### src/rtl/brick_ram_arbiter_pkg.sv
// Shared constants, FSM state type and the level initialisation rule for the
// 64 x 2-bit brick RAM.
package brick_pkg;

    localparam int N_BRICKS = 64;
    localparam int HITS_W   = 2;
    localparam int ADDR_W   = 6;
    localparam int CNT_W    = 7;
    localparam int LEVEL_W  = 3;

    typedef enum logic [2:0] {
        ST_IDLE     = 3'd0,
        ST_HIT_RD   = 3'd1,
        ST_HIT_WAIT = 3'd2,
        ST_HIT_WR   = 3'd3,
        ST_LOAD     = 3'd4
    } arb_state_t;

    // Hits for brick addr in a fresh level: always 1..3, so every level starts full.
    function automatic logic [HITS_W-1:0] brick_init(input logic [LEVEL_W-1:0] level,
                                                     input logic [ADDR_W-1:0]  addr);
        logic [3:0] sum_v;
        logic [1:0] mod_v;
        sum_v = {1'b0, addr[5:3]} + {1'b0, level};
        mod_v = 2'(sum_v % 4'd3);
        return mod_v + 2'd1;
    endfunction

endpackage

### src/rtl/brick_ram_arbiter_port_mux.sv
// Fixed-priority RAM port grant (render read over FSM access) and the
// registered tags that identify who owns the data returning next cycle.
module brick_port_mux
    import brick_pkg::*;
(
    input  logic              clk,
    input  logic              rst_n,
    input  logic              rd_req,
    input  logic [ADDR_W-1:0] rd_addr,
    input  logic              fsm_req,
    input  logic              fsm_we,
    input  logic [ADDR_W-1:0] fsm_addr,
    input  logic [HITS_W-1:0] fsm_wdata,
    output logic              fsm_gnt,
    output logic [ADDR_W-1:0] ram_addr,
    output logic              ram_we,
    output logic [HITS_W-1:0] ram_wdata,
    output logic              rd_pend_r,
    output logic              fsm_pend_r
);

    // Port grant: render reads always win, the FSM retries next cycle.
    always_comb begin
        fsm_gnt   = 1'b0;
        ram_addr  = '0;
        ram_we    = 1'b0;
        ram_wdata = '0;
        if (rd_req) begin
            ram_addr = rd_addr;
        end else if (fsm_req) begin
            fsm_gnt   = 1'b1;
            ram_addr  = fsm_addr;
            ram_we    = fsm_we;
            ram_wdata = fsm_wdata;
        end else begin
            fsm_gnt = 1'b0;
        end
    end

    // Return tags for the one-cycle RAM read latency.
    always_ff @(posedge clk or negedge rst_n) begin
        if (!rst_n) begin
            rd_pend_r  <= 1'b0;
            fsm_pend_r <= 1'b0;
        end else begin
            rd_pend_r  <= rd_req;
            fsm_pend_r <= fsm_gnt & ~fsm_we;
        end
    end

endmodule

### src/rtl/brick_ram_arbiter.sv
// Brick RAM owner: shares the single port between render reads, collision
// read-modify-write decrements and the level loader; tracks live bricks.
module brick_ram_arbiter
    import brick_pkg::*;
(
    input  logic               clk,
    input  logic               rst_n,
    input  logic               load_req,
    input  logic [LEVEL_W-1:0] load_level,
    output logic               load_busy,
    output logic               load_done,
    input  logic               rd_req,
    input  logic [ADDR_W-1:0]  rd_addr,
    output logic               rd_valid,
    output logic [HITS_W-1:0]  rd_data,
    input  logic               hit_req,
    input  logic [ADDR_W-1:0]  hit_addr,
    output logic               hit_ack,
    output logic [HITS_W-1:0]  hit_old,
    output logic [ADDR_W-1:0]  ram_addr,
    output logic               ram_we,
    output logic [HITS_W-1:0]  ram_wdata,
    input  logic [HITS_W-1:0]  ram_rdata,
    output logic [CNT_W-1:0]   bricks_left,
    output logic               cleared
);

    arb_state_t          state_r;
    arb_state_t          state_nxt_s;
    logic [ADDR_W-1:0]   k_r;
    logic [LEVEL_W-1:0]  level_r;
    logic [HITS_W-1:0]   old_r;
    logic                load_pend_r;
    logic                loaded_r;
    logic [CNT_W-1:0]    bricks_left_r;
    logic                cleared_r;
    logic                load_done_r;
    logic [CNT_W-1:0]    bricks_nxt_s;
    logic                loaded_nxt_s;
    logic                fsm_req_s;
    logic                fsm_we_s;
    logic [ADDR_W-1:0]   fsm_addr_s;
    logic [HITS_W-1:0]   fsm_wdata_s;
    logic                fsm_gnt_s;
    logic                rd_pend_r;
    logic                fsm_pend_r;
    logic                hit_ack_s;
    logic                load_last_s;

    brick_port_mux u_port_mux (
        .clk        (clk),
        .rst_n      (rst_n),
        .rd_req     (rd_req),
        .rd_addr    (rd_addr),
        .fsm_req    (fsm_req_s),
        .fsm_we     (fsm_we_s),
        .fsm_addr   (fsm_addr_s),
        .fsm_wdata  (fsm_wdata_s),
        .fsm_gnt    (fsm_gnt_s),
        .ram_addr   (ram_addr),
        .ram_we     (ram_we),
        .ram_wdata  (ram_wdata),
        .rd_pend_r  (rd_pend_r),
        .fsm_pend_r (fsm_pend_r)
    );

    // An empty brick acks without touching the port; a restart in the same cycle cancels completion.
    assign hit_ack_s   = (state_r == ST_HIT_WR) && ((old_r == 2'd0) || fsm_gnt_s);
    assign load_last_s = (state_r == ST_LOAD) && fsm_gnt_s && !load_req &&
                         (k_r == 6'(N_BRICKS - 1));

    // State register.
    always_ff @(posedge clk or negedge rst_n) begin
        if (!rst_n) begin
            state_r <= ST_IDLE;
        end else begin
            state_r <= state_nxt_s;
        end
    end

    // Next-state logic; a pending load outranks a waiting hit.
    always_comb begin
        state_nxt_s = state_r;
        case (state_r)
            ST_IDLE: begin
                if (load_req || load_pend_r) begin
                    state_nxt_s = ST_LOAD;
                end else if (hit_req) begin
                    state_nxt_s = ST_HIT_RD;
                end else begin
                    state_nxt_s = ST_IDLE;
                end
            end
            ST_HIT_RD:   state_nxt_s = fsm_gnt_s ? ST_HIT_WAIT : ST_HIT_RD;
            ST_HIT_WAIT: state_nxt_s = fsm_pend_r ? ST_HIT_WR : ST_HIT_WAIT;
            ST_HIT_WR:   state_nxt_s = hit_ack_s ? ST_IDLE : ST_HIT_WR;
            ST_LOAD:     state_nxt_s = load_last_s ? ST_IDLE : ST_LOAD;
            default:     state_nxt_s = ST_IDLE;
        endcase
    end

    // FSM port request per state.
    always_comb begin
        fsm_req_s   = 1'b0;
        fsm_we_s    = 1'b0;
        fsm_addr_s  = '0;
        fsm_wdata_s = '0;
        case (state_r)
            ST_HIT_RD: begin
                fsm_req_s  = 1'b1;
                fsm_addr_s = hit_addr;
            end
            ST_HIT_WR: begin
                if (old_r != 2'd0) begin
                    fsm_req_s   = 1'b1;
                    fsm_we_s    = 1'b1;
                    fsm_addr_s  = hit_addr;
                    fsm_wdata_s = old_r - 2'd1;
                end else begin
                    fsm_req_s = 1'b0;
                end
            end
            ST_LOAD: begin
                fsm_req_s   = 1'b1;
                fsm_we_s    = 1'b1;
                fsm_addr_s  = k_r;
                fsm_wdata_s = brick_init(level_r, k_r);
            end
            default: fsm_req_s = 1'b0;
        endcase
    end

    // Live-brick count and loaded flag for the coming cycle.
    always_comb begin
        bricks_nxt_s = bricks_left_r;
        loaded_nxt_s = loaded_r;
        if (load_last_s) begin
            bricks_nxt_s = 7'(N_BRICKS);
            loaded_nxt_s = 1'b1;
        end else if (hit_ack_s && (old_r == 2'd1) && (bricks_left_r != 7'd0)) begin
            bricks_nxt_s = bricks_left_r - 7'd1;
        end else begin
            bricks_nxt_s = bricks_left_r;
        end
    end

    // Datapath registers: load counter, latched load request, captured old value, status.
    always_ff @(posedge clk or negedge rst_n) begin
        if (!rst_n) begin
            k_r           <= '0;
            level_r       <= '0;
            old_r         <= '0;
            load_pend_r   <= 1'b0;
            loaded_r      <= 1'b0;
            bricks_left_r <= '0;
            cleared_r     <= 1'b0;
            load_done_r   <= 1'b0;
        end else begin
            if (load_req) begin
                level_r <= load_level;
            end
            if (state_r == ST_LOAD) begin
                if (load_req) begin
                    k_r <= '0;
                end else if (fsm_gnt_s) begin
                    k_r <= k_r + 6'd1;
                end
            end else begin
                k_r <= '0;
            end
            if ((state_r == ST_IDLE) || (state_r == ST_LOAD)) begin
                load_pend_r <= 1'b0;
            end else if (load_req) begin
                load_pend_r <= 1'b1;
            end
            if ((state_r == ST_HIT_WAIT) && fsm_pend_r) begin
                old_r <= ram_rdata;
            end
            loaded_r      <= loaded_nxt_s;
            bricks_left_r <= bricks_nxt_s;
            load_done_r   <= load_last_s;
            cleared_r     <= (bricks_nxt_s == 7'd0) && loaded_nxt_s && (state_nxt_s != ST_LOAD);
        end
    end

    assign load_busy   = (state_r == ST_LOAD);
    assign load_done   = load_done_r;
    assign rd_valid    = rd_pend_r;
    assign rd_data     = rd_pend_r ? ram_rdata : 2'd0;
    assign hit_ack     = hit_ack_s;
    assign hit_old     = hit_ack_s ? old_r : 2'd0;
    assign bricks_left = bricks_left_r;
    assign cleared     = cleared_r;

endmodule

### config.mk
export PLATFORM = sky130hd
export DESIGN_NAME = brick_ram_arbiter
export DESIGN_NICKNAME = d
export VERILOG_FILES = /design/src/rtl/brick_ram_arbiter_pkg.sv /design/src/rtl/brick_ram_arbiter_port_mux.sv /design/src/rtl/brick_ram_arbiter.sv
export SDC_FILE = /design/constraint.sdc
export NUM_CORES = 1
export LEC_CHECK = 0
export CORE_UTILIZATION = 45
export CTS_CLUSTER_SIZE = 14
export DETAILED_ROUTE_END_ITERATION = 10
export HOLD_SLACK_MARGIN = 0.08
export MAX_ROUTING_LAYER = met4
export PLACE_DENSITY_LB_ADDON = 0.12
export RECOVER_POWER = 100
export SYNTH_ARGS = -nofsm -noshare
export SYNTH_HDL_FRONTEND = slang
export SYNTH_HIERARCHICAL = 1
export SYNTH_SLANG_ARGS = --single-unit
### constraint.sdc
create_clock -name clk -period 7.65 [get_ports clk]
set_input_delay 1.53 -clock clk [delete_from_list [all_inputs] [get_ports clk]]
set_output_delay 1.53 -clock clk [all_outputs]
set_load 0.1 [all_outputs]
==> results by group, run 1 <==
Route
  – Average routed wire per standard cell: 13.6 µm
  – DRC violation total after the first TritonRoute iteration: 77
  – Vias: 1649
  – Vias per cell: 5.53
  – # DRC: 0
  – Post-DRT Antenna Nets: 0
  – Final routed wirelength across all metal layers: 4.06 mm
  – First-pass detailed-route iteration total: 4

Global routing
  – Remaining global-route overflow: 0
  – Vias in the first global route: 1478
  – Largest net degree at the start of global routing: 28
  – Initial antenna violation count: 0
  – Global routing usage summed across all routing layers: 21.0%
  – Global-route wire length before repair: 7.02 mm

Final layout
  – Final-stage net count: 281
  – Fill cells: 396
  – Area Growth Syn to Fin: 27.8%
  – Sequential cell area in the final layout: 676 µm²
  – Share of final-layout standard cells stronger than drive strength 1: 8.06%
  – Combined area of the multi-input logic cells: 0.00114 mm²
  – Ant diodes: 0

Floorplan
  – Area enclosed by the die boundary: 0.00448 mm²
  – FP Rows: 23
  – Horiz. Die Dim: 66.9 µm
  – Initial core utilization: 47.1%
  – Number of I/O pins: 47
  – Height of the die: 66.9 µm
  – Core region area: 0.00403 mm²

Logic synthesis
  – Most used flip-flop cell after synthesis: sky130_fd_sc_hd__dfrtp_1
  – Synth async-reset ratio: 100%
  – Area leader, netlist: sky130_fd_sc_hd__dfrtp_1
  – Post-synth top area share: 35.6%
  – Synthesized area: 0.00190 mm²
  – Total of warnings raised by yosys: 6
  – Post-synthesis area per instance: 9.35 µm²
  – Unique cell type count in the Yosys netlist: 55
  – Synthesized Nets: 235
  – Post-synthesis cell count: 203
  – Top post-synthesis cells by area: sky130_fd_sc_hd__dfrtp_1 36%, sky130_fd_sc_hd__ha_1 5.9%, sky130_fd_sc_hd__nor2_1 5.1%
  – Synthesis-stage register bit count: 27
  – Top cells by count, synth: 27 x sky130_fd_sc_hd__dfrtp_1, 26 x sky130_fd_sc_hd__nor2_1, 15 x sky130_fd_sc_hd__nand2_1
  – Count of flip-flops with a built-in enable after synthesis: 0
  – Most used standard cell by instance count after synthesis: sky130_fd_sc_hd__dfrtp_1
  – Fraction of the yosys area taken by sequential cells: 35.6%

Worst setup path
  – Endpoint type of the worst setup path: primary output
  – Worst-path fanout max: 5
  – Cell with the largest stage delay on the worst path: sky130_fd_sc_hd__dlygate4sd3_1
  – Flop-to-flop setup slack: 3.34 ns
  – Worst endpoint data arrival time: 4.89 ns
  – Type of element launching the critical path: flop
  – Endpoint of the lowest-slack register-to-register path: cleared
  – Combined buffer and inverter count along the critical path: 3
  – Kind of critical path: reg -> out
  – Biggest cell delay along the critical path: 1.20 ns
  – Cell breakdown of the critical path: ha_1 -> fa_1 -> inv_1 -> mux2i_1 -> nor2_1 -> ha_1 -> inv_1 -> ha_1 -> or2_2 -> nand2_1 -> ha_1 -> nor3b_4 -> nor2b_1 -> a31oi_1 -> and3b_1 -> o32ai_1 -> and2_1 -> dlygate4sd3_1
  – Required @ worst endpoint: 6.12 ns
  – Reg-to-reg critical path startpoint: state_r[2]
  – Worst Reg-to-Reg Cells: 10
  – Critical path's top delay family: buffers and inverters
  – Cell with the most instances on the worst path: sky130_fd_sc_hd__ha_1

Clock tree
  – Clock tree from TritonCTS: built
  – Clock buffer count from CTS: 3
  – Clock tree root driver cell: sky130_fd_sc_hd__clkbuf_8
  – Number of H-tree levels: 1
  – Count of instances resized after the clock tree is built: 0
  – Post-CTS setup buffer count: 0
  – Number of sinks on the clock net: 27
  – Clock Latency Late Sink: 0.28 ns
  – Clock Path Buffers: 2
  – Clock transition at the registers of the reported paths: 0.10 ns
  – Number of hold buffers added after cts: 0

Hold path
  – Hold Path Origin: loaded_r
  – Hold worst-path end: loaded_r
  – Instance count along the most critical hold path: 1
  – Path type of the worst min-delay path: reg -> reg

Timing
  – Number of max-slew violations in the final report: 0
  – Post-layout min period: 6.42 ns
  – RSZ-0062 raised after global routing: no
  – Measured slew at the worst slew-check pin: 1.45 ns
  – Final worst path period share: 83.9%
  – Worst slew slack as a fraction of its limit: 3.21%
  – Post-Route Setup TNS: 0 ns
  – Max Clock Skew: 0.0110 ns
  – FMAX: 156 MHz
  – Hold violation count in the final report: 0
  – Setup-failing EPs final: 0
  – Min Hold Slack: 0.477 ns

Power and ir drop
  – Switching power as a share of total power: 34.5%
  – Part of the power in combinational logic: 30.2%
  – Internal: 0.221 mW
  – Leakage power: 1.10 nW
  – Worst voltage drop across the vdd grid: 0.118 mV
  – Cell area power density: 139 mW/mm²
  – Share of power burned in the clock network: 25.2%
  – Portion of total power attributed to sequential cells: 44.6%
  – Net switching component of the power: 0.116 mW

Run status
  – Result of the run: finished clean

Place
  – Total of buffers placed on input and output ports: 46
  – Routability Congestion: 0.869
  – Estimated wirelength of the detail-placed design: 3.13 mm

Run
  – Number of max-cap violations: 0
==> power by group through the flow <==
stage / sequential (mW) / combinational [mW] / clock (mW)
floorplan: 0.155 / 0.0716 / 0
global placement: 0.153 / 0.105 / 0
detailed placement: 0.153 / 0.105 / 0
CTS: 0.150 / 0.106 / 0.0882
global route: 0.151 / 0.110 / 0.0942
finish: 0.150 / 0.102 / 0.0849
==> area by class of cell <==
class / instances / area share, %
multi-input combinational: 161 / 47.0
sequential: 27 / 27.8
timing repair buffer: 47 / 19.1
tap: 50 / 2.58
clock buffer: 3 / 1.70
inverter: 9 / 1.39
clock inverter: 1 / 0.361
==> layer usage <==
| layer | routed length [µm] | vias to the layer above | global-route usage (%) |
|---|---|---|---|
| met5 | 0 | - | - |
| met4 | 19 | 0 | 3.19 |
| met3 | 142 | 2 | 3.77 |
| met2 | 1850 | 34 | 32.2 |
| met1 | 2050 | 785 | 29.3 |
| li1 | - | 828 | - |
==> how the worst max path moves through the flow <==
stage                     start           end  slack (ns)  cells after the start
floorplan           hit_addr[4]   ram_addr[4]        2.34                      3
global placement         k_r[3]  ram_wdata[0]        1.70                     18
detailed placement       k_r[3]  ram_wdata[0]        1.62                     18
CTS                      k_r[3]  ram_wdata[0]        1.31                     18
global route             k_r[3]  ram_wdata[0]        0.84                     18
finish                   k_r[3]  ram_wdata[0]        1.23                     18
==> cells by family (layout without fill, tap and decap cells) <==
logic type	after synthesis	in the layout	synth area share, %
xor+xnor	8	8	3.69
fa+ha+maj	10	10	6.99
simple gates	92	92	27.8
buf+inv	15	60	3.96
mux	11	11	6.13
flops	27	27	35.6
compound gates	40	40	15.9
==> placed cells by master (no fill, tap or decap), drive strengths merged, types with 6 or more instances in the layout <==
cell type,instances
dlygate4sd3,30
dfrtp,27
nor2,26
clkdlybuf4s50,16
nand2,15
a22o,11
inv,10
ha,9
a21oi,8
nor3,6
mux2i,6
==> stage by stage <==
step	instance area [µm²]	worst slack, ns	utilization, %	instances	power (mW)
floorplan	1900	2.34	-	203	0.226
global placement	2390	1.70	59.3	294	0.258
detailed placement	2390	1.62	59.3	294	0.258
CTS	2440	1.31	60.5	298	0.344
global route	2430	0.842	60.2	298	0.355
finish	2430	1.23	60.2	298	0.337
==> registers in the layout (all words and copies together) (netlist names) <==
register	cells
bricks_left	7
cleared	1
k_r	6
level_r	3
load_done	1
load_pend_r	1
loaded_r	1
old_r	2
state_r	3
u_port_mux/fsm_pend_r	1
u_port_mux/rd_pend_r	1
Note: power is estimated with default switching activity, not from simulation.
==> inputs of run 2 (changes only) <==
Clock period 7.65 ns to 6.3 ns, I/O delays scaled along.
==> results by group, run 2 (same netlist as run 1, synthesis figures left out) <==
Global routing
  – Global-route wire length before repair: 6.96 mm (-0.78%)
  – Global routing usage summed across all routing layers: 20.7% (-0.27 points)
  – Largest net degree at the start of global routing: 28 (unchanged)
  – Vias in the first global route: 1522 (+3.0%)
  – Remaining global-route overflow: 0 (unchanged)
  – Initial antenna violation count: 0 (unchanged)

Clock tree
  – Clock Path Buffers: 2 (unchanged)
  – Clock Latency Late Sink: 0.27 ns (about the same)
  – Number of H-tree levels: 1 (unchanged)
  – Clock tree from TritonCTS: built
  – Post-CTS setup buffer count: 0 (unchanged)
  – Number of sinks on the clock net: 27 (unchanged)
  – Clock transition at the registers of the reported paths: 0.08 ns (-0.02 ns)
  – Clock tree root driver cell: sky130_fd_sc_hd__clkbuf_8
  – Number of hold buffers added after cts: 0 (unchanged)
  – Clock buffer count from CTS: 3 (unchanged)
  – Count of instances resized after the clock tree is built: 0 (unchanged)

Final layout
  – Ant diodes: 0 (unchanged)
  – Most used cells in the layout excluding fill and tap cells: 27 x sky130_fd_sc_hd__dfrtp_1, 26 x sky130_fd_sc_hd__nor2_1, 19 x sky130_fd_sc_hd__dlygate4sd3_1, 16 x sky130_fd_sc_hd__clkdlybuf4s50_1, 15 x sky130_fd_sc_hd__nand2_1
  – Final-stage net count: 281 (unchanged)
  – Most common library cell in the layout ignoring fill and taps: sky130_fd_sc_hd__dfrtp_1
  – Area Growth Syn to Fin: 23.5%
  – Max FFs per register: 7 (unchanged)
  – Share of final-layout standard cells stronger than drive strength 1: 8.06% (unchanged)

Power and ir drop
  – Internal: 0.264 mW (+20%)
  – Cell area power density: 171 mW/mm² (+23%)
  – Net switching component of the power: 0.136 mW (+17%)
  – Leakage power: 1.05 nW (-4.4%)
  – Switching power as a share of total power: 34.0% (-0.51 points)
  – Worst voltage drop across the vdd grid: 0.125 mV (+6.1%)
  – Part of the power in combinational logic: 30.3% (about the same)
  – Share of power burned in the clock network: 24.0% (-1.2 points)
  – Portion of total power attributed to sequential cells: 45.6% (+1.0 points)

Worst setup path
  – Worst endpoint data arrival time: 4.23 ns (-0.66 ns)
  – Worst Reg-to-Reg Cells: 10 (unchanged)
  – Kind of critical path: in -> out
  – Endpoint type of the worst setup path: primary output
  – Required @ worst endpoint: 5.04 ns (-1.08 ns)
  – Type of element launching the critical path: input port
  – Worst-path fanout max: 20 (+15)
  – Flop-to-flop setup slack: 1.40 ns (-1.94 ns)

Timing
  – RSZ-0062 raised after global routing: no
  – Worst slew slack as a fraction of its limit: 1.17% (-2.0 points)
  – FMAX: 182 MHz
  – Post-layout min period: 5.49 ns
  – Setup-failing EPs final: 0 (unchanged)
  – Final worst path period share: 87.2%
  – Hold violation count in the final report: 0 (unchanged)
  – Min Hold Slack: 0.476 ns (-0.000558 ns)
  – Post-Route Setup TNS: 0 ns (unchanged)
  – Measured slew at the worst slew-check pin: 1.47 ns (+0.0216 ns)
  – Max Clock Skew: 0.00718 ns (-0.00377 ns)
  – Number of max-slew violations in the final report: 0 (unchanged)

Route
  – Vias per cell: 5.52 (-0.30%)
  – Post-DRT Antenna Nets: 0 (unchanged)
  – Met1 wire length: 2.07 mm (+1.0%)
  – # DRC: 0 (unchanged)
  – Vias: 1644 (-0.30%)
  – Final routed wirelength across all metal layers: 4.17 mm (+2.8%)
  – Average routed wire per standard cell: 14.0 µm (+2.8%)
  – First-pass detailed-route iteration total: 4 (unchanged)
  – Top metal layer carrying routed signals: met4
  – Routed wl met2: 1.93 mm (+4.4%)
  – DRC violation total after the first TritonRoute iteration: 77 (unchanged)
  – Met3 wire length: 142 µm (unchanged)

Hold path
  – Path type of the worst min-delay path: reg -> reg
  – Instance count along the most critical hold path: 1 (unchanged)

Floorplan
  – Area enclosed by the die boundary: 0.00448 mm² (unchanged)
  – Horiz. Die Dim: 66.9 µm (unchanged)
  – Height of the die: 66.9 µm (unchanged)
  – Core region area: 0.00403 mm² (unchanged)
  – Number of I/O pins: 47 (unchanged)
  – FP Rows: 23 (unchanged)
  – Initial core utilization: 47.1% (unchanged)

Place
  – Total of buffers placed on input and output ports: 46 (unchanged)
  – Routability Congestion: 0.814 (-6.4%)
  – Estimated wirelength of the detail-placed design: 3.21 mm (+2.6%)

Run status
  – Violated checks: max-capacitance violations
  – Result of the run: complete, but fails checks

Run
  – Number of max-cap violations: 1 (+1)
==> run 2: changes by cell type in the layout (fill, tap and decap cells not counted), sizes merged <==
cell,change
clkbuf,+11
buf,+1
dlygate4sd3,-11
inv,-1
==> run 2: path summary, 6_finish.rpt <==
path / end / start
hold / removal: loaded_r / loaded_r
setup / recovery: hit_old[1] / rd_req
min in group asynchronous: u_port_mux/rd_pend_r / rst_n
setup reg to reg: cleared / state_r[2]
hold reg to reg: loaded_r / loaded_r
max in group asynchronous: bricks_left[1] / rst_n
==> run 2: cell type report <==
| class | count | area (µm²) |
|---|---|---|
| clock buffer | 4 | 45.0 |
| inverter | 9 | 33.8 |
| sequential | 27 | 676 |
| tap | 50 | 62.6 |
| fill | 385 | 1680 |
| timing repair buffer | 47 | 400 |
| multi-input combinational | 161 | 1130 |
==> run 2: power groups by stage <==
stage	combinational, mW	clock (mW)	sequential (mW)
final	0.121	0.0962	0.183
after global routing	0.130	0.106	0.184
after CTS	0.127	0.101	0.183
after detailed placement	0.127	0	0.186
after global placement	0.126	0	0.186
after floorplan	0.0870	0	0.188
==> run 2: critical path, stage by stage <==
cell and delay [ns]:
sky130_fd_sc_hd__dlygate4sd3_1 0.68, sky130_fd_sc_hd__nor2b_1 1.10, sky130_fd_sc_hd__and3_1 0.32, sky130_fd_sc_hd__clkbuf_1 0.87
==> run 2: metal layers <==
metal	vias to the layer above	track usage [%]
li1	821	-
met1	785	29.0
met2	33	31.9
met3	5	2.74
met4	0	4.26
met5	-	-
==> run 2: through the flow <==
step                setup WS (ns)  cell area [µm²]  total power, mW  cells  util (%)
CTS                          1.04             2400            0.410    298      59.7
detailed placement           1.37             2360            0.313    294      58.6
global route                0.502             2340            0.420    298      58.2
global placement             1.46             2360            0.312    294      58.6
floorplan                    1.26             1900            0.275    203         -
finish                      0.806             2340            0.400    298      58.2
==> inputs of run 3 (changes only) <==
Settings changed: CORE_UTILIZATION 45 to 25.
==> results by group, run 3 (same netlist as run 1, synthesis figures left out) <==
Route
  – # DRC: 0 (unchanged)
  – Post-DRT Antenna Nets: 0 (unchanged)
  – First-pass detailed-route iteration total: 4 (unchanged)
  – Vias: 1613 (-1.9%)
  – Vias per cell: 4.65 (-16%)
  – DRC violation total after the first TritonRoute iteration: 48 (-38%)
  – Final routed wirelength across all metal layers: 4.63 mm (+11%)
  – Average routed wire per standard cell: 13.4 µm (-4.6%)

Timing
  – FMAX: 182 MHz (-0.24%)
  – Max Clock Skew: 0.0117 ns (+0.00456 ns)
  – RSZ-0062 raised after global routing: no
  – Worst slew slack as a fraction of its limit: -0.212% (-1.4 points)
  – Final worst path period share: 87.4% (+0.21 points)
  – Hold violation count in the final report: 0 (unchanged)
  – Worst-case setup margin in the final layout: 0.792 ns (-0.0134 ns)
  – Post-Route Setup TNS: 0 ns (unchanged)
  – Number of max-slew violations in the final report: 27 (+27)
  – Setup-failing EPs final: 0 (unchanged)
  – Post-layout min period: 5.51 ns (+0.0134 ns)
  – Measured slew at the worst slew-check pin: 1.50 ns (+0.0297 ns)
  – Min Hold Slack: 0.475 ns (-0.00141 ns)

Clock tree
  – Number of H-tree levels: 1 (unchanged)
  – Clock Latency Late Sink: 0.27 ns (about the same)
  – Number of sinks on the clock net: 27 (unchanged)
  – Clock Path Buffers: 2 (unchanged)
  – Count of instances resized after the clock tree is built: 0 (unchanged)
  – Clock tree from TritonCTS: built
  – Clock transition at the registers of the reported paths: 0.09 ns (about the same)
  – Clock buffer count from CTS: 3 (unchanged)
  – Number of hold buffers added after cts: 0 (unchanged)
  – Post-CTS setup buffer count: 0 (unchanged)
  – Clock tree root driver cell: sky130_fd_sc_hd__clkbuf_8

Global routing
  – Initial antenna violation count: 0 (unchanged)
  – Vias in the first global route: 1589 (+4.4%)
  – Global-route wire length before repair: 7.65 mm (+9.8%)
  – Largest net degree at the start of global routing: 28 (unchanged)
  – Remaining global-route overflow: 0 (unchanged)
  – Global routing usage summed across all routing layers: 12.9% (-7.9 points)

Floorplan
  – Height of the die: 89.1 µm (+33%)
  – Core region area: 0.00729 mm² (+81%)
  – Number of I/O pins: 47 (unchanged)
  – Area enclosed by the die boundary: 0.00795 mm² (+77%)
  – FP Rows: 31 (+35%)
  – Initial core utilization: 26.0% (-21 points)
  – Horiz. Die Dim: 89.1 µm (+33%)

Worst setup path
  – Worst Reg-to-Reg Cells: 10 (unchanged)
  – Worst-path fanout max: 20 (unchanged)
  – Required @ worst endpoint: 5.04 ns (about the same)
  – Kind of critical path: in -> out
  – Type of element launching the critical path: input port
  – Endpoint type of the worst setup path: primary output
  – Worst endpoint data arrival time: 4.25 ns (+0.02 ns)

Final layout
  – Max FFs per register: 7 (unchanged)
  – Layout Cells excl Fill: 347 (+16%)
  – Most common library cell in the layout ignoring fill and taps: sky130_fd_sc_hd__dfrtp_1
  – Area Growth Syn to Fin: 26.8%
  – Share of the core filled with cells: 33.0% (-25 points)
  – Final-stage net count: 281 (unchanged)
  – Ant diodes: 0 (unchanged)
  – Most used cells in the layout excluding fill and tap cells: 27 x sky130_fd_sc_hd__dfrtp_1, 26 x sky130_fd_sc_hd__nor2_1, 19 x sky130_fd_sc_hd__dlygate4sd3_1, 16 x sky130_fd_sc_hd__clkdlybuf4s50_1, 15 x sky130_fd_sc_hd__nand2_1
  – Fill cells: 803 (+110%)
  – Share of final-layout standard cells stronger than drive strength 1: 8.06% (unchanged)

Run
  – Number of max-cap violations: 2 (+1)

Place
  – Total of buffers placed on input and output ports: 46 (unchanged)
  – Post-Place Setup Slack: 1.37 ns (+0.00607 ns)
  – Routability Congestion: 0.774 (-4.9%)
  – Cell Count Post-Placement: 343 (+17%)
  – Estimated wirelength of the detail-placed design: 3.49 mm (+8.8%)

Run status
  – Result of the run: complete, but fails checks
  – Violated checks: max-capacitance violations, max-slew violations

Power and ir drop
  – Leakage power: 1.05 nW (unchanged)
  – Cell area power density: 168 mW/mm² (-1.6%)
  – Worst voltage drop across the vdd grid: 0.0649 mV (-48%)

Hold path
  – Path type of the worst min-delay path: reg -> reg
  – Instance count along the most critical hold path: 1 (unchanged)
==> run 3: layer usage <==
metal | global-route usage, % | part of all wire (%) | vias up
li1 | - | - | 828
met1 | 16.4 | 49 | 760
met2 | 21.7 | 47 | 23
met3 | 1.39 | 2.7 | 2
met4 | 3.46 | 0.69 | 0
met5 | - | 0 | -
==> run 3: critical path: stages <==
cell and delay (ns):
sky130_fd_sc_hd__dlygate4sd3_1 0.68, sky130_fd_sc_hd__nor2b_1 1.11, sky130_fd_sc_hd__nor2_1 0.16, sky130_fd_sc_hd__nor2_1 0.17, sky130_fd_sc_hd__clkbuf_1 0.87
==> run 3: power by group <==
group,internal [mW],switching [mW]
sequential,0.178,0.00507
combinational,0.0412,0.0800
clock,0.0453,0.0550
total,0.264,0.140
==> run 3: final cells by class <==
cell class	instances	area, µm²	area share (%)
well taps	99	124	5.15
clock buffers	4	45.0	1.87
inverters	9	33.8	1.40
multi-input cells	161	1130	46.9
repair buffers	47	400	16.6
flip-flops and latches	27	676	28.1
==> run 3: path summary, 6_finish.rpt <==
path                       startpoint    endpoint  slack (ns)
min                          loaded_r    loaded_r        0.47
max reg2reg                state_r[2]     cleared        1.41
min reg2reg                  loaded_r    loaded_r        0.47
max in group asynchronous       rst_n  level_r[1]        3.55
max                            rd_req     hit_ack        0.79
min in group asynchronous       rst_n    old_r[1]        1.86
==> run 3: metrics by stage <==
step / cell area, µm² / total power [mW]
2_1_floorplan: 1900 / 0.275
3_3_place_gp: 2420 / 0.314
3_5_place_dp: 2420 / 0.314
4_1_cts: 2470 / 0.418
5_1_grt: 2410 / 0.430
6_report: 2410 / 0.404
